==> src/rtl/ascii_scroller_pkg.sv <==
// Shared types and constants for the ASCII scroll sequencer.
package ascii_scroll_pkg;

    // Sequencer states.
    typedef enum logic {
        IDLE   = 1'b0,
        SCROLL = 1'b1
    } scroll_state_t;

    // Width of one display lane (one ASCII code).
    localparam int ASCII_W = 8;

    // Code shown on a lane that has no character to display.
    localparam logic [ASCII_W-1:0] ASCII_BLANK = 8'h20;

endpackage

==> src/rtl/ascii_scroller_if.sv <==
// Character write port: producer appends characters, or empties the buffer.
interface ascii_scroller_if;
    import ascii_scroll_pkg::*;

    logic               wr_valid;
    logic [ASCII_W-1:0] wr_char;
    logic               wr_ready;
    logic               wr_clear;

    // Producer side.
    modport master (
        output wr_valid,
        output wr_char,
        output wr_clear,
        input  wr_ready
    );

    // Message buffer side.
    modport slave (
        input  wr_valid,
        input  wr_char,
        input  wr_clear,
        output wr_ready
    );

endinterface

==> src/rtl/ascii_scroller_tick.sv <==
// Scroll step timer: one-cycle pulse after every TICK_DIV enabled cycles.
module scroll_tick #(
    parameter int TICK_DIV = 25_000_000
) (
    input  logic clk,
    input  logic reset,
    input  logic clr,
    input  logic en,
    output logic tick
);

    localparam int CNT_W = $clog2(TICK_DIV);

    logic [CNT_W-1:0] cnt;

    // The pulse fires on the last cycle of a period, only while counting is enabled.
    assign tick = en && (cnt == CNT_W'(TICK_DIV - 1));

    // Count enabled cycles; a disabled cycle holds the count so a paused period resumes.
    // NOTE: sequential state uses non-blocking assignments so every flop samples pre-edge values.
    always_ff @(posedge clk) begin
        if (reset || clr) begin
            cnt <= '0;
        end else if (en) begin
            cnt <= tick ? '0 : cnt + CNT_W'(1);
        end
    end

endmodule

==> src/rtl/ascii_scroller.sv <==
// Message buffer and right-to-left scroll sequencer for a row of ASCII digit lanes.
module ascii_scroller
    import ascii_scroll_pkg::*;
#(
    parameter int MSG_DEPTH  = 32,
    parameter int NUM_DIGITS = 6,
    parameter int TICK_DIV   = 25_000_000
) (
    input  logic                          clk,
    input  logic                          reset,
    ascii_scroller_if.slave               wr,
    input  logic                          start,
    input  logic                          loop_en,
    input  logic                          pause,
    output logic [ASCII_W*NUM_DIGITS-1:0] digit_ascii,
    output logic                          busy,
    output logic                          done
);

    localparam int LEN_W  = $clog2(MSG_DEPTH + 1);
    localparam int POS_W  = $clog2(MSG_DEPTH + NUM_DIGITS);
    localparam int ADDR_W = (MSG_DEPTH > 1) ? $clog2(MSG_DEPTH) : 1;

    scroll_state_t      state;
    logic [LEN_W-1:0]   len;
    logic [LEN_W-1:0]   len_next;
    logic [POS_W-1:0]   pos;
    logic [POS_W-1:0]   last_pos;
    logic [ASCII_W-1:0] msg_buf [MSG_DEPTH];
    logic               wr_fire;
    logic               tick;
    logic               tick_clr;
    logic               tick_en;
    logic signed [POS_W:0] lane_idx;

    // Writes are only taken while idle and the buffer has room; clear wins over a write.
    assign wr.wr_ready = (state == IDLE) && (len < LEN_W'(MSG_DEPTH));
    assign wr_fire     = wr.wr_valid && wr.wr_ready && !wr.wr_clear;
    assign busy        = (state == SCROLL);

    // Final position: the last character has scrolled past the leftmost lane.
    assign last_pos = POS_W'(len) + POS_W'(NUM_DIGITS - 1);

    // The timer restarts from zero on every entry to SCROLL and freezes while paused.
    assign tick_clr = (state == IDLE);
    assign tick_en  = (state == SCROLL) && !pause;

    scroll_tick #(
        .TICK_DIV (TICK_DIV)
    ) u_tick (
        .clk   (clk),
        .reset (reset),
        .clr   (tick_clr),
        .en    (tick_en),
        .tick  (tick)
    );

    // Buffer length after this cycle's clear/write, so a same-cycle write can start a scroll.
    always_comb begin
        len_next = len;
        if (wr.wr_clear) begin
            len_next = '0;
        end else if (wr_fire) begin
            len_next = len + LEN_W'(1);
        end
    end

    // Append accepted characters to the buffer.
    // NOTE: the buffer carries no reset; len alone decides which entries are valid.
    always_ff @(posedge clk) begin
        if (wr_fire) begin
            msg_buf[ADDR_W'(len)] <= wr.wr_char;
        end
    end

    // Sequencer: buffer length, scroll position, and the completion pulse.
    always_ff @(posedge clk) begin
        if (reset) begin
            state <= IDLE;
            len   <= '0;
            pos   <= '0;
            done  <= 1'b0;
        end else begin
            done <= 1'b0;
            case (state)
                IDLE: begin
                    len <= len_next;
                    if (start && (len_next != '0)) begin
                        state <= SCROLL;
                        pos   <= '0;
                    end
                end
                SCROLL: begin
                    if (tick) begin
                        if (pos == last_pos) begin
                            pos <= '0;
                            if (!loop_en) begin
                                state <= IDLE;
                                done  <= 1'b1;
                            end
                        end else begin
                            pos <= pos + POS_W'(1);
                        end
                    end
                end
                default: state <= IDLE;
            endcase
        end
    end

    // Lane k shows stream character pos-k; anything outside the message is blank.
    // NOTE: every output of this block gets a default first so no path infers a latch.
    always_comb begin
        digit_ascii = {NUM_DIGITS{ASCII_BLANK}};
        lane_idx    = '0;
        if (state == SCROLL) begin
            for (int k = 0; k < NUM_DIGITS; k++) begin
                lane_idx = $signed({1'b0, pos}) - $signed((POS_W + 1)'(k));
                if (!lane_idx[POS_W] && (lane_idx[POS_W-1:0] < POS_W'(len))) begin
                    digit_ascii[k*ASCII_W +: ASCII_W] = msg_buf[ADDR_W'(lane_idx[POS_W-1:0])];
                end
            end
        end
    end

endmodule

==> src/flat_wrapper.sv <==
// flat-port wrapper written by rule: the top's interface ports become plain ports
module ascii_scroller_flat import ascii_scroll_pkg::*;
#(
    parameter int MSG_DEPTH  = 32,
    parameter int NUM_DIGITS = 6,
    parameter int TICK_DIV   = 25_000_000
)
  (clk, reset, start, loop_en, pause, digit_ascii, busy, done, wr_wr_valid, wr_wr_char, wr_wr_clear, wr_wr_ready);
  ascii_scroller_if wr_i ();
  input  logic clk;
  input  logic reset;
  input  logic start;
  input  logic loop_en;
  input  logic pause;
  output logic [ASCII_W*NUM_DIGITS-1:0] digit_ascii;
  output logic busy;
  output logic done;
  input wire logic [$bits(wr_i.wr_valid)-1:0] wr_wr_valid;
  input wire logic [$bits(wr_i.wr_char)-1:0] wr_wr_char;
  input wire logic [$bits(wr_i.wr_clear)-1:0] wr_wr_clear;
  output wire logic [$bits(wr_i.wr_ready)-1:0] wr_wr_ready;
  assign wr_i.wr_valid = wr_wr_valid;
  assign wr_i.wr_char = wr_wr_char;
  assign wr_i.wr_clear = wr_wr_clear;
  assign wr_wr_ready = wr_i.wr_ready;
  ascii_scroller #(.MSG_DEPTH(MSG_DEPTH), .NUM_DIGITS(NUM_DIGITS), .TICK_DIV(TICK_DIV)) u_core (.clk(clk), .reset(reset), .wr(wr_i), .start(start), .loop_en(loop_en), .pause(pause), .digit_ascii(digit_ascii), .busy(busy), .done(done));
endmodule
==> config.mk <==
export PLATFORM = sky130hd
export DESIGN_NAME = ascii_scroller_flat
export DESIGN_NICKNAME = d
export VERILOG_FILES = /design/src/rtl/ascii_scroller_pkg.sv /design/src/rtl/ascii_scroller_if.sv /design/src/rtl/ascii_scroller_tick.sv /design/src/rtl/ascii_scroller.sv /design/src/flat_wrapper.sv
export SDC_FILE = /design/constraint.sdc
export NUM_CORES = 1
export LEC_CHECK = 0
export CAP_MARGIN = 20
export CELL_PAD_IN_SITES_DETAIL_PLACEMENT = 1
export CELL_PAD_IN_SITES_GLOBAL_PLACEMENT = 2
export CORE_AREA = 3 3 211 213
export DETAILED_ROUTE_END_ITERATION = 7
export DIE_AREA = 0 0 214 216
export GPL_TIMING_DRIVEN = 0
export PLACE_DENSITY = 0.87
export REMOVE_ABC_BUFFERS = 1
export SYNTH_ARGS = -nofsm -noshare
export SYNTH_HDL_FRONTEND = slang
export SYNTH_SLANG_ARGS = --single-unit
==> constraint.sdc <==
create_clock -name clk -period 9.4 [get_ports clk]
set_clock_uncertainty 0.05 [all_clocks]
set_input_delay 0.94 -clock clk [delete_from_list [all_inputs] [get_ports clk]]
set_output_delay 0.94 -clock clk [all_outputs]
set_load 0.1 [all_outputs]
==> summary.md <==
| Metric | Value |
|---|---|
| Global-route wire length before repair | `105000 µm` |
| Seq/Total Area, Yosys | `39.47%` |
| Vias per cell | `7.534` |
| Design area | `24910 µm²` |
| Seq pwr share | `49.0%` |
| Total Wirelength | `71240 µm` |
| Synth Flop Type | `edfxtp_1` |
| Fmax | `0.1346 GHz` |
| Setup crit start | `u_core.pos[1]` |
| CTS Hold Bufs | `0` |
| Mapped Cells | `1331` |
| Share of cells above drive strength 1 | `40.48%` |
| # rows | `76` |
| Post-route ant nets | `0` |
| Comb pwr share | `2.5%` |
| Startpoint types | `register` |
| Clk sinks | `300` |
| Cell accounting for the most synthesized area | `mux4_2` |
| Total Power | `2.964 mW` |
| Final Hold Vio Count | `0` |
| Most prevalent standard cell on the critical path | `o21a_1` |
| IO Count | `66` |
| Grt ovf | `0` |
| Insertion delay to the later sink of the worst-skew pair | `560 ps` |
| Total CTS buffers | `37` |
| Post-CTS setup buffers | `0` |
| Top post-synthesis cells by area | `mux4_2 42%, edfxtp_1 35%, dfxtp_1 4.1%` |
| Peak per-stage delay on the critical path | `1260 ps` |
| Synth Area in Compound Gates | `2.905%` |
| Final #Nets | `1450` |
| Initial antenna violation count | `4` |
| Dpl ws | `2710 ps` |
| Max Slew Vio Count | `0` |
| Post-CTS sizing | `0` |
| Mux cell area share after synthesis | `44.33%` |
| DRC Markers | `0` |
| Most frequent cells in the layout | `408 x mux4_2, 256 x edfxtp_1, 79 x nor2_1` |
| Setup TNS | `0 ps` |
| Commonest non-fill, non-tap cell in the layout | `mux4_2` |
| Dpl cells | `1924` |
| Int Pwr | `2.314 mW` |
| Pre-Repair DR Iteration Count | `5` |
| RSZ-0062 raised after global routing | `false` |
| Largest family of logic cells by synthesized area | `multiplexers` |
| Post-synth top area share | `42.33%` |
| Placed inst area | `23540 µm²` |
| Async SR Flop Fraction | `0%` |
| Adder-Cell Fraction of Synth Area | `2.651%` |
| Area grow syn2layout | `14.74%` |
| Psw | `0.6504 mW` |
| Die Y | `216 µm` |
| R2R setup slack | `5710 ps` |
| Setup WS post-layout | `1971 ps` |
| Xor/xnor share of the synthesized area | `1.960%` |
| Core ar. | `42890 µm²` |
| Min-delay src | `u_core.u_tick.cnt[1]` |
| Max clock buf depth | `3` |
| Crit Path Max Fanout | `49` |
| Max_slew headroom | `27.79%` |
| Cell Pwr Density | `119.0 nW/µm²` |
| Clock transition at path regs | `60 ps` |
| Post-Syn Area | `21710 µm²` |
| GPL Wtd Cong | `0.8505` |
| Switching share of total power | `21.94%` |
| Synth Register Bits | `300` |
| Leakage power | `7.209 nW` |
| Die Area | `46220 µm²` |
| Largest net degree at the start of global routing | `56` |
| Setup CP Type | `register to output pin` |
| Syn Area/Cell | `16.31 µm²` |
| Number of distinct library cells after synthesis | `62` |
| Period minus WS final | `7429 ps` |
| Max rail drop VDD | `155.7 µV` |
| R2R Path Start | `u_core.busy` |
| Worst-Margin Slew | `1076 ps` |
| Starting Density | `50.62%` |
| Diodes inserted | `0` |
| DR iter-0 viols | `2420` |
| Global Route Usage Sum | `31.15%` |
| Yosys Warn Count | `0` |
| CP Cell Sequence | `inv_1 > ha_1 > a21boi_1 > xnor2_2 > buf_8 > buf_8 > inv_2 > ha_1 > o21a_1 > o21a_1 > o21a_1 > nor3_1 > clkdlybuf4s50_1` |
| Post-synth EDFFs | `256` |
| Hpwl dp | `50510 µm` |
| CP endpoint kind | `output pin` |
| Slowest CP cell | `clkdlybuf4s50_1` |
| CTS HTree Levels | `2` |
| Via count | `15.09k` |
| Max_cap viols | `0` |
| Clock power frac | `48.5%` |
| Critical Path RT | `8410 ps` |
| Post-Layout Cell Count | `2003` |
| Final setup viols | `0` |
| Port-buffer cells | `65` |
| CTS root buffer | `clkbuf_16` |
| Hold Path Class | `register to register` |
| Wirelength per Cell | `35.57 µm` |
| Outcome | `finished clean` |
| CTS tree | `done` |
| Simple-gate share of the synthesized area | `5.833%` |
| Final Cycle Share | `79.03%` |
| Vias in the first global route | `15.26k` |
| Die X | `214 µm` |
| Worst EP arrival | `6440 ps` |
-- cells by family after synthesis --
| family | Yosys count |
|---|---|
| muxes | 451 |
| and+or+nand+nor | 255 |
| xor gates and xnor gates | 46 |
| buffers and inverters | 143 |
| DFF | 300 |
| AOI/OAI and AO/OA | 90 |
| adders and majority gates | 46 |
-- routing by layer --
metal | share of wire (%) | GRT usage (%) | routed length [µm]
met5 | 0.029 | 0 | 21
met4 | 5.7 | 15.36 | 4065
met3 | 11 | 6.590 | 7793
met2 | 47 | 48.58 | 33220
met1 | 37 | 42.21 | 26130
-- power groups by stage --
stage | Combinational, mW | Sequential (mW) | Clock, mW
3_5_place_dp | 0.0687 | 1.48 | 0
4_1_cts | 0.0689 | 1.45 | 1.46
6_report | 0.0737 | 1.45 | 1.44
2_1_floorplan | 0.0299 | 1.48 | 0
3_3_place_gp | 0.0645 | 1.48 | 0
5_1_grt | 0.0793 | 1.45 | 1.52
-- critical path: cells and delay by family, from the launching register on --
family	cells	cell delay (ps)
buf+inv	5	2130
flops	1	920
compound gates	4	860
fa+ha+maj	2	690
simple gates	1	640
xor+xnor	1	580
-- through the flow --
stage                     utilization (%)  hold WS (ps)
after floorplan                         -         412.5
after global placement              52.69         426.4
after detailed placement            54.88         445.9
after CTS                           57.69         453.6
after global routing                58.08         481.3
final                               58.08         454.5
-- cell usage after synthesis (all sizes together) (7+ instances only) --
library cell / count
buf: 71
mux4: 408
dfxtp: 44
ha: 46
nand3b: 10
mux2i: 39
a21oi: 28
inv: 32
a211oi: 17
nor3: 36
nor2b: 15
nand3: 20
edfxtp: 256
o21a: 16
o21ai: 7
nor2: 79
nand2: 51
xor2: 15
xnor2: 31
or3: 7
clkbuf: 39
-- cell type report --
class,count,area (µm²)
fill,3830,17980
multi-input combinational,888,12600
sequential,300,8589
timing repair buffer,129,1655
clock buffer,42,944.7
tap,585,732.0
clock inverter,26,262.8
inverter,33,123.9
-- path summary, 6_finish.rpt --
path,end,cells after the start
min reg2reg,u_core.u_tick.cnt[1],2
max reg2reg,register,6
max,digit_ascii[11],13
min,u_core.u_tick.cnt[1],2
-- flip-flops by register name, summed over array words and instances, names as in the netlist, named ones only --
| name | flops |
|---|---|
| u_core.busy | 1 |
| u_core.done | 1 |
| u_core.len | 6 |
| u_core.msg_buf | 256 |
| u_core.pos | 6 |
| u_core.u_tick.cnt | 25 |
(Power assumes the default switching activity.)
